<file path="src/rtl/alu_pkg.sv">
// Shared definitions for the ALU operand-issue stage and the ALU itself.
package alu_pkg;

   localparam int DATA_W   = 16;
   localparam int OPC_W    = 4;
   localparam int REG_AW   = 3;
   localparam int NUM_REGS = 1 << REG_AW;

   // Opcode encodings shared with the ALU; the issue stage passes them through untouched.
   localparam logic [OPC_W-1:0] OP_ADD  = 4'h0;
   localparam logic [OPC_W-1:0] OP_SUB  = 4'h1;
   localparam logic [OPC_W-1:0] OP_AND  = 4'h2;
   localparam logic [OPC_W-1:0] OP_OR   = 4'h3;
   localparam logic [OPC_W-1:0] OP_XOR  = 4'h4;
   localparam logic [OPC_W-1:0] OP_SHL  = 4'h5;
   localparam logic [OPC_W-1:0] OP_SHR  = 4'h6;
   localparam logic [OPC_W-1:0] OP_PASS = 4'h7;

   // One register-addressed ALU instruction as held in the issue FIFO.
   typedef struct packed {
      logic [OPC_W-1:0]  opcode;
      logic [REG_AW-1:0] rd;
      logic [REG_AW-1:0] rs1;
      logic [REG_AW-1:0] rs2;
   } instr_t;

   // r0 is hardwired to zero: never written, never tracked as pending.
   function automatic logic is_zero_reg(input logic [REG_AW-1:0] idx);
      return idx == '0;
   endfunction

endpackage

</file>
<file path="src/rtl/alu_issue_fifo.sv">
// In-order synchronous FIFO of instructions with occupancy outputs.
module alu_issue_fifo
   import alu_pkg::*;
#(
   parameter int DEPTH = 4
) (
   input  logic                     clk,
   input  logic                     rst_n,
   input  logic                     push,
   input  instr_t                   push_data,
   input  logic                     pop,
   output instr_t                   head,
   output logic [$clog2(DEPTH):0]   count,
   output logic                     full,
   output logic                     empty
);

   localparam int AW = $clog2(DEPTH);
   localparam logic [AW:0] DEPTH_C = (AW+1)'(DEPTH);

   instr_t        mem [DEPTH];
   logic [AW-1:0] wr_ptr;
   logic [AW-1:0] rd_ptr;

   // Pointers wrap naturally; count moves only when push and pop differ.
   always_ff @(posedge clk or negedge rst_n) begin
      if (!rst_n) begin
         wr_ptr <= '0;
         rd_ptr <= '0;
         count  <= '0;
      end else begin
         if (push) wr_ptr <= wr_ptr + 1'b1;
         if (pop)  rd_ptr <= rd_ptr + 1'b1;
         case ({push, pop})
            2'b10:   count <= count + 1'b1;
            2'b01:   count <= count - 1'b1;
            default: count <= count;
         endcase
      end
   end

   // Storage is data only; validity is carried entirely by count.
   always_ff @(posedge clk) begin
      if (push) mem[wr_ptr] <= push_data;
   end

   assign head  = mem[rd_ptr];
   assign full  = (count == DEPTH_C);
   assign empty = (count == '0);

endmodule

</file>
<file path="src/rtl/alu_issue.sv">
// Operand-issue stage: buffers instructions, reads the register file, drives
// the ALU, writes results back after a fixed latency and stalls on hazards.
module alu_issue
   import alu_pkg::*;
#(
   parameter int DEPTH   = 4,
   parameter int ALU_LAT = 1
) (
   input  logic                clk,
   input  logic                rst_n,
   input  logic                in_valid,
   output logic                in_ready,
   input  logic [OPC_W-1:0]    in_opcode,
   input  logic [REG_AW-1:0]   in_rd,
   input  logic [REG_AW-1:0]   in_rs1,
   input  logic [REG_AW-1:0]   in_rs2,
   output logic                alu_valid,
   output logic [DATA_W-1:0]   alu_A,
   output logic [DATA_W-1:0]   alu_B,
   output logic [OPC_W-1:0]    alu_opcode,
   input  logic [DATA_W-1:0]   alu_result,
   input  logic [REG_AW-1:0]   dbg_addr,
   output logic [DATA_W-1:0]   dbg_data
);

   localparam int CW = $clog2(DEPTH) + 1;
   localparam logic [CW-1:0] DEPTH_C = CW'(DEPTH);

   instr_t              in_instr;
   instr_t              head;
   logic                push;
   logic                issue;
   logic                hazard;
   logic                fifo_full;
   logic                fifo_empty;
   logic [CW-1:0]       fifo_count;

   logic [DATA_W-1:0]   regs [NUM_REGS];
   logic [NUM_REGS-1:0] pending;
   logic [NUM_REGS-1:0] pending_nxt;
   logic [DATA_W-1:0]   rs1_val;
   logic [DATA_W-1:0]   rs2_val;

   logic [REG_AW-1:0]   issue_rd;
   logic                trk_vld_p [ALU_LAT];
   logic [REG_AW-1:0]   trk_rd_p  [ALU_LAT];
   logic                wb_en;
   logic [REG_AW-1:0]   wb_rd;

   assign in_instr = '{opcode: in_opcode, rd: in_rd, rs1: in_rs1, rs2: in_rs2};

   // A full FIFO refuses even when it pops in the same cycle.
   assign in_ready = (fifo_count < DEPTH_C);
   assign push     = in_valid && !fifo_full;

   alu_issue_fifo #(.DEPTH(DEPTH)) u_fifo (
      .clk       (clk),
      .rst_n     (rst_n),
      .push      (push),
      .push_data (in_instr),
      .pop       (issue),
      .head      (head),
      .count     (fifo_count),
      .full      (fifo_full),
      .empty     (fifo_empty)
   );

   // Head may issue only when none of its registers has a result in flight.
   assign hazard  = pending[head.rs1] || pending[head.rs2] || pending[head.rd];
   assign issue   = !fifo_empty && !hazard;
   assign rs1_val = is_zero_reg(head.rs1) ? '0 : regs[head.rs1];
   assign rs2_val = is_zero_reg(head.rs2) ? '0 : regs[head.rs2];

   assign wb_en = trk_vld_p[ALU_LAT-1];
   assign wb_rd = trk_rd_p[ALU_LAT-1];

   // Scoreboard update: writeback clears, issue sets, and set wins on a tie.
   always_comb begin
      pending_nxt = pending;
      if (wb_en) pending_nxt[wb_rd] = 1'b0;
      if (issue && !is_zero_reg(head.rd)) pending_nxt[head.rd] = 1'b1;
      pending_nxt[0] = 1'b0;
   end

   // Scoreboard register.
   always_ff @(posedge clk or negedge rst_n) begin
      if (!rst_n) pending <= '0;
      else        pending <= pending_nxt;
   end

   // Issue stage: capture operands from pre-edge regfile; hold them when idle.
   always_ff @(posedge clk or negedge rst_n) begin
      if (!rst_n) begin
         alu_valid  <= 1'b0;
         alu_A      <= '0;
         alu_B      <= '0;
         alu_opcode <= '0;
         issue_rd   <= '0;
      end else begin
         alu_valid <= issue;
         if (issue) begin
            alu_A      <= rs1_val;
            alu_B      <= rs2_val;
            alu_opcode <= head.opcode;
            issue_rd   <= head.rd;
         end
      end
   end

   // Result tracker: last stage lines up with the alu_result-valid cycle.
   always_ff @(posedge clk or negedge rst_n) begin
      if (!rst_n) begin
         for (int i = 0; i < ALU_LAT; i++) begin
            trk_vld_p[i] <= 1'b0;
            trk_rd_p[i]  <= '0;
         end
      end else begin
         trk_vld_p[0] <= alu_valid;
         trk_rd_p[0]  <= issue_rd;
         for (int i = 1; i < ALU_LAT; i++) begin
            trk_vld_p[i] <= trk_vld_p[i-1];
            trk_rd_p[i]  <= trk_rd_p[i-1];
         end
      end
   end

   // Writeback into the register file; writes aimed at r0 are dropped.
   always_ff @(posedge clk or negedge rst_n) begin
      if (!rst_n) begin
         for (int i = 0; i < NUM_REGS; i++) regs[i] <= '0;
      end else if (wb_en && !is_zero_reg(wb_rd)) begin
         regs[wb_rd] <= alu_result;
      end
   end

   assign dbg_data = is_zero_reg(dbg_addr) ? '0 : regs[dbg_addr];

endmodule
</file>
<file path="config.mk">
export PLATFORM = sky130hd
export DESIGN_NAME = alu_issue
export DESIGN_NICKNAME = d
export VERILOG_FILES = /design/src/rtl/alu_pkg.sv /design/src/rtl/alu_issue_fifo.sv /design/src/rtl/alu_issue.sv
export SDC_FILE = /design/constraint.sdc
export NUM_CORES = 1
export LEC_CHECK = 0
export CORE_MARGIN = 2
export CORE_UTILIZATION = 63
export CTS_BUF_LIST = sky130_fd_sc_hd__clkbuf_16
export DETAILED_ROUTE_END_ITERATION = 8
export PLACE_DENSITY = 0.93
export SLEW_MARGIN = 20
export SYNTH_ARGS = -nofsm -noshare
export SYNTH_HDL_FRONTEND = slang
export SYNTH_SLANG_ARGS = --single-unit
</file>
<file path="constraint.sdc">
create_clock -name clk -period 10.2 [get_ports clk]
set_input_delay 2.55 -clock clk [delete_from_list [all_inputs] [get_ports clk]]
set_output_delay 2.55 -clock clk [all_outputs]
set_load 0.01 [all_outputs]
</file>
-- Yosys cells after proc, flatten, opt, wreduce, memory -nomap -nowiden
Memories as Yosys holds them, arrays and structs flattened.
Index checks and enable logic that the tools add are counted.
- bits of input ports: 35
- memories kept: 1
- bits in writable memories: 52
- register bits: 186
- output and inout port bits: 54
- memories (name ; depth ; bits a word ; read ports ; clocked after memory_dff ; wr ports ; RTL line ; text):
    u_fifo.mem ; 4 ; 13 ; 1 ; 0 ; 1 ; alu_issue_fifo.sv:21 ; instr_t mem [DEPTH];
- mux-type cells: 30
- add/sub/neg operators: 4
- $lt $le $gt $ge: 12
- bitwise logic cells: 7
- reduce and logical (&&, ||, !) cells: 21
- equality and inequality tests: 3
- operator list (operator ; count):
    two-way mux 16 bit ; 10
    binary-select mux 16 bit (select 3 bit) ; 3
    bitwise mux 128 bit ; 1
    demux 16 bit (select 3 bit) ; 1
    zero test 3 bit ; 6
    >= comparator 4 bit, second input constant ; 4
    less-than comparator 3 x 4 -> 1 bit, second input constant ; 4
    two-way mux 8 bit ; 2
    NOT 3 -> 4 bit ; 4
    binary-select mux 1 bit (select 3 bit) ; 3
    bitwise AND 8 bit ; 1
    NOT 8 bit ; 1
    bitwise OR 8 bit ; 1
    logical AND 1 bit ; 7
    two-way mux 1 bit ; 7
    demux 1 bit (select 3 bit) ; 2
    >= comparator 3 x 1 -> 1 bit, second input constant ; 2
    case mux 3 bit (2 select lines) ; 1
    zero test 1 bit ; 5
    adder 2 x 1 -> 2 bit, second input constant ; 2
    less-than comparator 4 x 1 -> 1 bit, second input constant ; 1
    adder 3 x 1 -> 3 bit, second input constant ; 1
    == test 3 bit, second input constant ; 1
    less-than comparator 3 bit, second input constant ; 1
    5 further kinds ; 6

-- Depth between registers and ports, before layout
Gate-level depths: netlist of the first run.
- depth after elaboration: 9
- gate-level depth with buffers: 16

-- By module
Synthesis of the first run repeated with hierarchy kept, for this count alone.
- cell total of the unflattened synthesis: 766
- area total of the unflattened synthesis: 11151.9 um2
- by module, submodules not included (module ; cells each ; area each (um2) ; instances):
    alu_issue ; 661 ; 8848.5 ; 1
    alu_issue_fifo ; 105 ; 2303.5 ; 1

-- Worst setup path after synthesis of the first run
OpenSTA, ideal clock, no wires.
- path kind: input-to-output
- start point: input port dbg_addr[0]
- end point: output port dbg_data[10]
- data arrival time: 4.175 ns
- setup slack: 3.475 ns
- stages on the path: 5
- buffers on the path: 2
- cells stage by stage: clkbuf_1 -> buf_1 -> mux4_2 -> nand2_1 -> o21ai_0
- cells in the longest elaborated chain, start to end: 5
- elaborated cells on any way between the ends: 6
- classes of those cells: 4 x mux; 1 x bitwise; 1 x reduce/logical
- RTL lines (element ; RTL line ; text):
    start: declaration ; alu_issue.sv:22 ; input logic [REG_AW-1:0] dbg_addr,
    NOT 3 -> 4 bit (not written as such) ; alu_issue.sv:136 ; assign dbg_data = is_zero_reg(dbg_addr) ? '0 : regs[dbg_addr];
    binary-select mux 16 bit (select 3 bit) ; alu_issue.sv:136 ;
    two-way mux 16 bit (not written as such) (2 in a row) ; alu_issue.sv:136 ;
    two-way mux 16 bit (*) ; alu_issue.sv:136 ;
    end: declaration ; alu_issue.sv:23 ; output logic [DATA_W-1:0] dbg_data
Every way passes the cells marked *; elsewhere a longest branch is shown, timed or not. The select of a mux whose other input is x is not followed.

-- Worst setup path after layout of the first run
- start point: input port dbg_addr[1]
- end point: output port dbg_data[8]
Same word-level chain as after synthesis.

==> flow_metrics.env, run 1 <==
export IMPL_status="finished clean"
export IMPL_antenna_found_initial=0
export IMPL_skew_ns=0.0213
export IMPL_ff2ff_setup_slack_ns=5.98
export IMPL_syn_cell_area_um2=11300
export IMPL_ir_drop_mv=0.316
export IMPL_fin_crit_sh=0.740
export IMPL_powerDensity_nw_per_um2=390
export IMPL_synthesis_instances=799
export IMPL_htreeDepth=1
export IMPL_p_total_uw=5080
export IMPL_drt_first_pass_iters=6
export IMPL_final_util=0.747
export IMPL_critPathMaxFanout=34
export IMPL_grtUsageTotal=0.302
export IMPL_synth_warning_count=0
export IMPL_yosys_cell_types_count=40
export IMPL_clk_latency_ns=0.51
export IMPL_worst_pin_slew_ns=1.17
export IMPL_worstPathArrival_ns=5.00
export IMPL_hold_viol_final=0
export IMPL_numCtsBuffers=23
export IMPL_end_kind="primary output"
export IMPL_finalWirelength_um=27700
export IMPL_rsz0062_at_grt="no"
export IMPL_p_leak_uw=0.00524
export IMPL_synth_top_cell_area_share=0.377
export IMPL_gp_congestion=0.824
export IMPL_dieHeight_um=138
export IMPL_avgSynthCellArea_um2=14.1
export IMPL_cts_sinks=222
export IMPL_setup_tns_ns=0
export IMPL_cp_top_family="buffers and inverters"
export IMPL_fin_nets=908
export IMPL_routedWlPerCell_um=25.0
export IMPL_cts_tree="done"
export IMPL_yosysSeqAreaShare=0.516
export IMPL_drc=0
export IMPL_slowest_stage="clkdlybuf4s50_1"
export IMPL_ys_ff_latch=222
export IMPL_critPathLaunchType="input port"
export IMPL_fillerInstances=1051
export IMPL_root_buffer="clkbuf_16"
export IMPL_num_rows=48
export IMPL_cts_hold_buffers_added=0
export IMPL_relSlewSlack=0.219
export IMPL_cp_num_buf_inv=4
export IMPL_crit_type="input port to primary output"
export IMPL_post_cts_resized=0
export IMPL_drt_iter0_drc=701
export IMPL_required_ns=7.65
export IMPL_post_cts_buffers=0
export IMPL_dp_hpwl_um=16000
export IMPL_grt_pass1_vias=7972
export IMPL_crit_cells=7
export IMPL_fmax_mhz=133
export IMPL_cap_violations=0
export IMPL_grt_max_degree=93
export IMPL_setup_viol_count_final=0
export IMPL_drt_vias_per_instance=6.90
export IMPL_die_area_um2=19000
export IMPL_antenna_left=0
export IMPL_initial_core_util=0.647
export IMPL_vias=7641
export IMPL_hold_class="flip-flop to flip-flop"
export IMPL_syn_to_final_growth_pct=15.4
export IMPL_fp_dieW_um=138
export IMPL_max_stage_delay_ns=0.58
export IMPL_cts_max_path_buffers=3
export IMPL_n_antenna_cell=0
export IMPL_yosysMostFrequentCell="mux2_2"
export IMPL_yosysTopAreaCell="dfrtp_1"
export IMPL_coreArea_um2=17400
export IMPL_port_buffers=88
export IMPL_synth_edf_count=52
export IMPL_hold_depth=0
export IMPL_grt_pass1_wl_um=43200
export IMPL_drv_slew=0
export IMPL_ys_top_cells_by_count="mux2_2 (175), dfrtp_1 (170), mux4_2 (62)"
export IMPL_synthArstFlopShare=0.766
export IMPL_cp_cell_sequence="clkdlybuf4s50_1 -> buf_4 -> nor2b_1 -> buf_4 -> a22oi_1 -> o21ai_0 -> clkdlybuf4s50_1"
export IMPL_synth_area_leaders="dfrtp_1 (38%), mux2_2 (17%), edfxtp_1 (14%)"
export IMPL_synth_ff_type="dfrtp_1"
export IMPL_clk_pin_slew_ns=0.06
export IMPL_overflow=0
export IMPL_reg2reg_depth=12
export IMPL_drive_gt1_frac=0.344
export IMPL_fin_crit_ns=7.55
export IMPL_ioPinCount=89
export IMPL_synthesis_nets=840
==> worst register-to-register path: stages (launching register included) <==
cell and delay [ns]:
dfrtp_1 0.97, mux4_2 1.19, mux2i_1 0.31, o32ai_1 0.13, nor2_1 0.26, nand3_2 0.13
inv_1 0.12, ha_1 0.19, inv_1 0.06, fa_1 0.37, xor2_1 0.15, nor2_1 0.11
xnor2_1 0.14
==> cell usage in the layout, fill, tap and decap left out, drive strengths merged, types with 2 or more instances in the layout <==
| cell | instances |
|---|---|
| o22ai | 2 |
| edfxtp | 52 |
| o32ai | 3 |
| mux2i | 33 |
| mux2 | 185 |
| xnor2 | 5 |
| clkbuf | 23 |
| clkinv | 11 |
| mux4 | 62 |
| nand2 | 40 |
| nand2b | 4 |
| inv | 19 |
| nor2 | 51 |
| a21oi | 18 |
| o21ai | 32 |
| nor3 | 3 |
| ha | 5 |
| a221oi | 16 |
| nor2b | 5 |
| dfrtp | 170 |
| nand4b | 3 |
| o31ai | 5 |
| clkdlybuf4s50 | 85 |
| nor4bb | 2 |
| and2 | 4 |
| buf | 16 |
| nand4 | 2 |
| a22oi | 16 |
==> worst paths after layout <==
kind | from | to
max reg2reg | u_fifo.rd_ptr[1]$_DFFE_PN0P_ | u_fifo.count[2]$_DFFE_PN0P_
min reg2reg | issue_rd[0]$_DFFE_PN0P_ | trk_rd_p[0]$_DFF_PN0_
min | issue_rd[0]$_DFFE_PN0P_ | trk_rd_p[0]$_DFF_PN0_
max in group asynchronous | rst_n | regs[76]$_DFFE_PN0P_
min in group asynchronous | rst_n | alu_B[2]$_DFFE_PN0P_
max | dbg_addr[1] | dbg_data[8]
==> layer usage <==
layer,global-route usage,up-vias,part of all wire
met2,0.507,447,0.50
met3,0.0585,105,0.085
li1,-,3161,-
met4,0.126,0,0.038
met1,0.388,3928,0.37
met5,0,-,0
==> state kept, by name (all words and copies together) (netlist names), 2 cells and up <==
signal and flops:
alu_A 16, alu_B 16, alu_opcode 4, issue_rd 3, pending 7, regs 112
trk_rd_p 3, u_fifo.count 3, u_fifo.mem 52, u_fifo.rd_ptr 2, u_fifo.wr_ptr 2
==> kinds of logic (layout without fill, tap and decap cells) <==
| logic type | count (synthesis) | count (layout) | synth area share |
|---|---|---|---|
| AOI/OAI and AO/OA | 96 | 96 | 0.0556 |
| DFF | 222 | 222 | 0.516 |
| muxes | 280 | 280 | 0.341 |
| xor gates and xnor gates | 6 | 6 | 0.00466 |
| buffers and inverters | 71 | 155 | 0.0270 |
| and+or+nand+nor | 118 | 118 | 0.0486 |
| adders and majority gates | 6 | 6 | 0.00732 |
==> cell type report <==
cell class                 instances  area (um^2)  area share
sequential                       222         5820       0.447
multi-input combinational        506         5200       0.399
timing repair buffer             101          990      0.0761
clock buffer                      23          576      0.0442
tap                              225          282      0.0216
clock inverter                    18          103     0.00788
inverter                          13         48.8     0.00375
==> stage by stage <==
| stage | instance area, um^2 | setup slack [ns] | hold WS, ns | cells |
|---|---|---|---|---|
| final | 13000 | 2.65 | 0.384 | 1108 |
| after CTS | 13000 | 2.69 | 0.382 | 1107 |
| after detailed placement | 12300 | 2.75 | 0.369 | 1066 |
| after global routing | 13000 | 2.58 | 0.396 | 1108 |
| after floorplan | 11300 | 3.48 | 0.349 | 799 |
| after global placement | 12300 | 2.82 | 0.351 | 1066 |
==> power breakdown <==
group,switching [uW],leakage (uW),total (uW),internal (uW)
logic,1210,0.00237,2600,1400
registers,382,0.00251,1700,1320
clock network,342,0.000362,776,433
total,1930,0.00524,5080,3150
No activity file was read; power rests on OpenSTA's default activity.
==> inputs of run 2 (changes only) <==
--- a/config.mk
+++ b/config.mk
@@ -6,10 +6,10 @@
 export NUM_CORES = 1
 export LEC_CHECK = 0
 export CORE_MARGIN = 2
-export CORE_UTILIZATION = 63
+export CORE_UTILIZATION = 59
 export CTS_BUF_LIST = sky130_fd_sc_hd__clkbuf_16
 export DETAILED_ROUTE_END_ITERATION = 8
-export PLACE_DENSITY = 0.93
+export PLACE_DENSITY = 0.89
 export SLEW_MARGIN = 20
 export SYNTH_ARGS = -nofsm -noshare
 export SYNTH_HDL_FRONTEND = slang
==> constraint.sdc (replaced) <==
create_clock -name clk -period 7.21 [get_ports clk]
set_input_delay 1.8025 -clock clk [delete_from_list [all_inputs] [get_ports clk]]
set_output_delay 1.8025 -clock clk [all_outputs]
set_load 0.01 [all_outputs]
==> run 2 against run 1 <==
Worst hold slack got worse by 0.0073 ns. Cell area increased by 0.94%. Critical path type unchanged. Clock skew decreased by 0.0099 ns. Die area increased by 6.6%. Total power increased by 43%. Sequential power increased by 40%. Global-route usage decreased by 2.8 points. Routed wire length decreased by 3.0%. Core utilization decreased by 4.5 points. Clock power increased by 55%. Sequential share of layout area decreased by 0.43 points.
==> flow_metrics.env, run 2 (synthesis results as in run 1) <==
export IMPL_slowest_stage="clkdlybuf4s50_1"
export IMPL_num_rows=50
export IMPL_syn_to_final_growth_pct=16.5
export IMPL_clk_pin_slew_ns=0.06
export IMPL_grt_pass1_wl_um=42600
export IMPL_p_int_uw=4550
export IMPL_fin_crit_ns=5.96
export IMPL_fmax_mhz=168
export IMPL_overflow=0
export IMPL_ioPinCount=89
export IMPL_powerDensity_nw_per_um2=552
export IMPL_vias=7417
export IMPL_initial_core_util=0.603
export IMPL_hold_viol_final=0
export IMPL_dieHeight_um=142
export IMPL_dp_hpwl_um=15900
export IMPL_hold_class="flip-flop to flip-flop"
export IMPL_placed_cell_area_um2=12400
export IMPL_drive_gt1_frac=0.343
export IMPL_p_sw_frac=0.373
export IMPL_gp_congestion=0.835
export IMPL_cts_max_path_buffers=3
export IMPL_root_buffer="clkbuf_16"
export IMPL_drt_first_pass_iters=4
export IMPL_ir_drop_mv=0.540
export IMPL_p_comb_frac=0.506
export IMPL_grt_max_degree=120
export IMPL_seqPwrFrac=0.328
export IMPL_end_kind="primary output"
export IMPL_cts_hold_buffers_added=0
export IMPL_final_cell_mix="mux2_2 (175), dfrtp_1 (170), clkdlybuf4s50_1 (86), mux4_2 (62), edfxtp_1 (52)"
export IMPL_pre_cts_slack_ns=1.32
export IMPL_critPathMaxFanout=22
export IMPL_cts_tree="done"
export IMPL_fin_nets=913
export IMPL_relSlewSlack=0.245
export IMPL_die_area_um2=20200
export IMPL_fp_dieW_um=142
export IMPL_required_ns=5.41
export IMPL_post_cts_resized=0
export IMPL_grtUsageTotal=0.274
export IMPL_drt_vias_per_instance=6.59
export IMPL_antenna_found_initial=1
export IMPL_cp_cell_sequence="clkdlybuf4s50_1 -> buf_4 -> buf_4 -> mux2_2 -> a22oi_1 -> o21ai_0 -> clkdlybuf4s50_1"
export IMPL_finalWirelength_um=26900
export IMPL_crit_type="input port to primary output"
export IMPL_numCtsBuffers=25
export IMPL_regArea_um2=5820
export IMPL_fin_area_um2=13100
export IMPL_drc=0
export IMPL_cap_violations=0
export IMPL_cts_sinks=222
export IMPL_multi_input_area_um2=5200
export IMPL_routedWlPerCell_um=23.9
export IMPL_power_share_clock=0.166
export IMPL_largest_reg_flops=112
export IMPL_skew_ns=0.0114
export IMPL_antenna_left=0
export IMPL_fillerInstances=1192
export IMPL_rsz0062_at_grt="no"
export IMPL_ff2ff_setup_slack_ns=3.02
export IMPL_fin_ws_ns=1.25
export IMPL_fin_crit_sh=0.827
export IMPL_worstPathArrival_ns=4.16
export IMPL_layout_commonest_cell="mux2_2"
export IMPL_cp_num_buf_inv=4
export IMPL_setup_viol_count_final=0
export IMPL_port_buffers=88
export IMPL_p_leak_uw=0.00528
export IMPL_post_cts_buffers=0
export IMPL_setup_tns_ns=0
export IMPL_clk_latency_ns=0.53
export IMPL_grt_pass1_vias=7711
export IMPL_regMostFlops="regs"
export IMPL_htreeDepth=1
export IMPL_worst_pin_slew_ns=1.13
export IMPL_max_stage_delay_ns=0.54
export IMPL_coreArea_um2=18700
export IMPL_top_regs="regs (112), u_fifo.mem (52)"
export IMPL_drt_iter0_drc=645
export IMPL_netSwitchingPower_uw=2710
export IMPL_critPathLaunchType="input port"
export IMPL_final_util=0.702
export IMPL_drv_slew=0
export IMPL_status="finished clean"
export IMPL_cp_top_family="buffers and inverters"
## run 2: cell type report
type                            count  area share
Inverter                           13     0.00371
Antenna cell                        1    0.000190
Clock buffer                       25      0.0476
Multi-Input combinational cell    506       0.396
Clock inverter                     21      0.0116
Sequential cell                   222       0.443
Tap cell                          234      0.0223
Timing Repair Buffer              104      0.0761
## run 2: metrics by stage
| stage | hold WS (ns) | cells | total power (uW) |
|---|---|---|---|
| floorplan | 0.349 | 799 | 4970 |
| global placement | 0.356 | 1079 | 5840 |
| detailed placement | 0.362 | 1079 | 6000 |
| CTS | 0.376 | 1125 | 7240 |
| global route | 0.382 | 1126 | 7630 |
| finish | 0.376 | 1126 | 7250 |
## run 2: per-layer routing
metal / vias up / part of all wire / GRT usage
met5: - / 0 / 0
met2: 369 / 0.50 / 0.452
met4: 0 / 0.035 / 0.112
met3: 79 / 0.074 / 0.0508
met1: 3780 / 0.39 / 0.361
li1: 3189 / - / -
## run 2: final timing paths
path | startpoint | to | depth (start not counted)
hold / removal | issue_rd[1]$_DFFE_PN0P_ | trk_rd_p[1]$_DFF_PN0_ | 0
hold reg to reg | issue_rd[1]$_DFFE_PN0P_ | trk_rd_p[1]$_DFF_PN0_ | 0
setup / recovery | dbg_addr[1] | dbg_data[12] | 7
max in group asynchronous | rst_n | alu_B[1]$_DFFE_PN0P_ | 2
min in group asynchronous | rst_n | alu_A[9]$_DFFE_PN0P_ | 1
setup reg to reg | u_fifo.rd_ptr[1]$_DFFE_PN0P_ | alu_A[1]$_DFFE_PN0P_ | 7
## run 2: power by group through the flow
stage | Sequential, uW | Combinational, uW | Clock [uW]
after global routing | 2440 | 3920 | 1270
after global placement | 2320 | 3520 | 0
after floorplan | 2220 | 2760 | 0
final | 2380 | 3670 | 1200
after detailed placement | 2370 | 3640 | 0
after CTS | 2350 | 3670 | 1220
==> inputs of run 3 (changes only) <==
==> constraint.sdc (replaced) <==
create_clock -name clk -period 5.9 [get_ports clk]
set_input_delay 1.475 -clock clk [delete_from_list [all_inputs] [get_ports clk]]
set_output_delay 1.475 -clock clk [all_outputs]
set_load 0.01 [all_outputs]
==> run 3 against run 2 <==
Sequential cell count did not move. Clock power rose by 26%. Register-to-register slack got worse by 1.6 ns. Routed wire length barely moved. Critical path type unchanged. Largest cell class unchanged. Highest routed layer unchanged.
==> flow_metrics.env, run 3 (synthesis results as in run 1) <==
export IMPL_status="finished clean"
export IMPL_p_leak_uw=0.00529
export IMPL_fp_dieW_um=142
export IMPL_drt_first_pass_iters=5
export IMPL_relSlewSlack=0.245
export IMPL_clk_latency_ns=0.52
export IMPL_gp_congestion=0.821
export IMPL_numCtsBuffers=24
export IMPL_n_antenna_cell=0
export IMPL_ioPinCount=89
export IMPL_drt_vias_per_instance=6.63
export IMPL_worstPathArrival_ns=3.67
export IMPL_initial_core_util=0.603
export IMPL_rsz0062_at_grt="no"
export IMPL_syn_to_final_growth_pct=16.7
export IMPL_hold_viol_final=0
export IMPL_finalWirelength_um=26900
export IMPL_p_total_uw=8890
export IMPL_drv_slew=0
export IMPL_cap_violations=0
export IMPL_antenna_left=0
export IMPL_grt_max_degree=81
export IMPL_vias=7448
export IMPL_r2r_start="u_fifo.rd_ptr[0]$_DFFE_PN0P_"
export IMPL_grt_pass1_vias=7942
export IMPL_drc=0
export IMPL_port_buffers=88
export IMPL_skew_ns=0.0205
export IMPL_fin_nets=914
export IMPL_overflow=0
export IMPL_startpoint="dbg_addr[1]"
export IMPL_final_cell_mix="mux2_2 (175), dfrtp_1 (170), clkdlybuf4s50_1 (86), mux4_2 (62), edfxtp_1 (52)"
export IMPL_grt_met3_usage=0.0397
export IMPL_dieHeight_um=142
export IMPL_drt_iter0_drc=565
export IMPL_crit_type="input port to primary output"
export IMPL_critPathMaxFanout=33
export IMPL_fin_crit_sh=0.872
export IMPL_hold_class="flip-flop to flip-flop"
export IMPL_cts_hold_buffers_added=0
export IMPL_routedWlPerCell_um=23.9
export IMPL_grt_pass1_wl_um=43000
export IMPL_ir_drop_mv=0.478
export IMPL_required_ns=4.43
export IMPL_fmax_mhz=194
export IMPL_layout_commonest_cell="mux2_2"
export IMPL_die_area_um2=20200
export IMPL_drive_gt1_frac=0.348
export IMPL_powerDensity_nw_per_um2=676
export IMPL_critPathLaunchType="input port"
export IMPL_htreeDepth=1
export IMPL_clk_pin_slew_ns=0.07
export IMPL_largest_reg_flops=112
export IMPL_post_cts_resized=0
export IMPL_antenna_found_initial=0
export IMPL_dp_hpwl_um=16000
export IMPL_gr_usage_met1=0.355
export IMPL_root_buffer="clkbuf_16"
export IMPL_end_kind="primary output"
export IMPL_setup_viol_count_final=0
export IMPL_top_regs="regs (112), u_fifo.mem (52)"
export IMPL_busiest_layer="met2"
export IMPL_cts_max_path_buffers=3
export IMPL_cts_sinks=222
export IMPL_fin_crit_ns=5.14
export IMPL_coreArea_um2=18700
export IMPL_grtUsageTotal=0.276
export IMPL_hold_path_startpoint="issue_rd[2]$_DFFE_PN0P_"
export IMPL_num_rows=50
export IMPL_post_cts_buffers=0
export IMPL_worst_pin_slew_ns=1.13
export IMPL_setup_tns_ns=0
export IMPL_gr_usage_met2=0.481
export IMPL_regMostFlops="regs"
export IMPL_cts_tree="done"
export IMPL_fillerInstances=1204
run 3: cell count changes in the layout (fill, tap and decap cells not counted):
cell	delta
buf_6	+1
inv_6	-1
buf_4	+2
clkinv_2	+3
clkinv_1	-3
diode_2	-1
bufinv_16	+1
clkinv_4	-1
clkbuf_8	-1
inv_1	-2
run 3: worst paths after layout:
kind	to	slack, ns	cells after the start
max	dbg_data[7]	0.76	6
min	trk_rd_p[2]$_DFF_PN0_	0.38	0
max reg2reg	u_fifo.count[2]$_DFFE_PN0P_	1.43	13
min reg2reg	trk_rd_p[2]$_DFF_PN0_	0.38	0
max in group asynchronous	u_fifo.wr_ptr[1]$_DFFE_PN0P_	3.77	2
min in group asynchronous	alu_A[9]$_DFFE_PN0P_	1.00	1
run 3: stage by stage:
| step | hold slack, ns | setup WS, ns | util | instance area (um^2) | cells |
|---|---|---|---|---|---|
| after floorplan | 0.349 | 1.33 | - | 11300 | 799 |
| after global placement | 0.355 | 0.816 | 0.661 | 12400 | 1081 |
| after detailed placement | 0.370 | 0.794 | 0.661 | 12400 | 1081 |
| after CTS | 0.378 | 0.758 | 0.703 | 13200 | 1124 |
| after global routing | 0.394 | 0.630 | 0.703 | 13200 | 1124 |
| final | 0.376 | 0.756 | 0.703 | 13200 | 1124 |
run 3: power by group:
part           internal [uW]  total, uW  switching (uW)
clock network            896       1510             609
registers               2280       2890             607
logic                   2420       4490            2070
run 3: worst max-delay path, cell delays in order:
cell	delay (ns)
clkdlybuf4s50_1	0.48
buf_4	0.45
mux2_2	0.41
a22oi_1	0.21
o21ai_0	0.11
clkdlybuf4s50_1	0.50
run 3: layout make-up:
cell class	instances	area (um^2)	area share
flip-flops and latches	222	5820	0.442
multi-input cells	506	5200	0.395
repair buffers	106	1010	0.0769
clock buffers	25	626	0.0476
well taps	234	293	0.0223
clock inverters	18	161	0.0123
inverters	13	48.8	0.00371
run 3: metal layers:
layer	up-vias	wire length [um]	part of all wire
met3	78	1750	0.065
met5	-	0	0
li1	3179	-	-
met2	365	13800	0.51
met4	0	885	0.033
met1	3826	10400	0.39
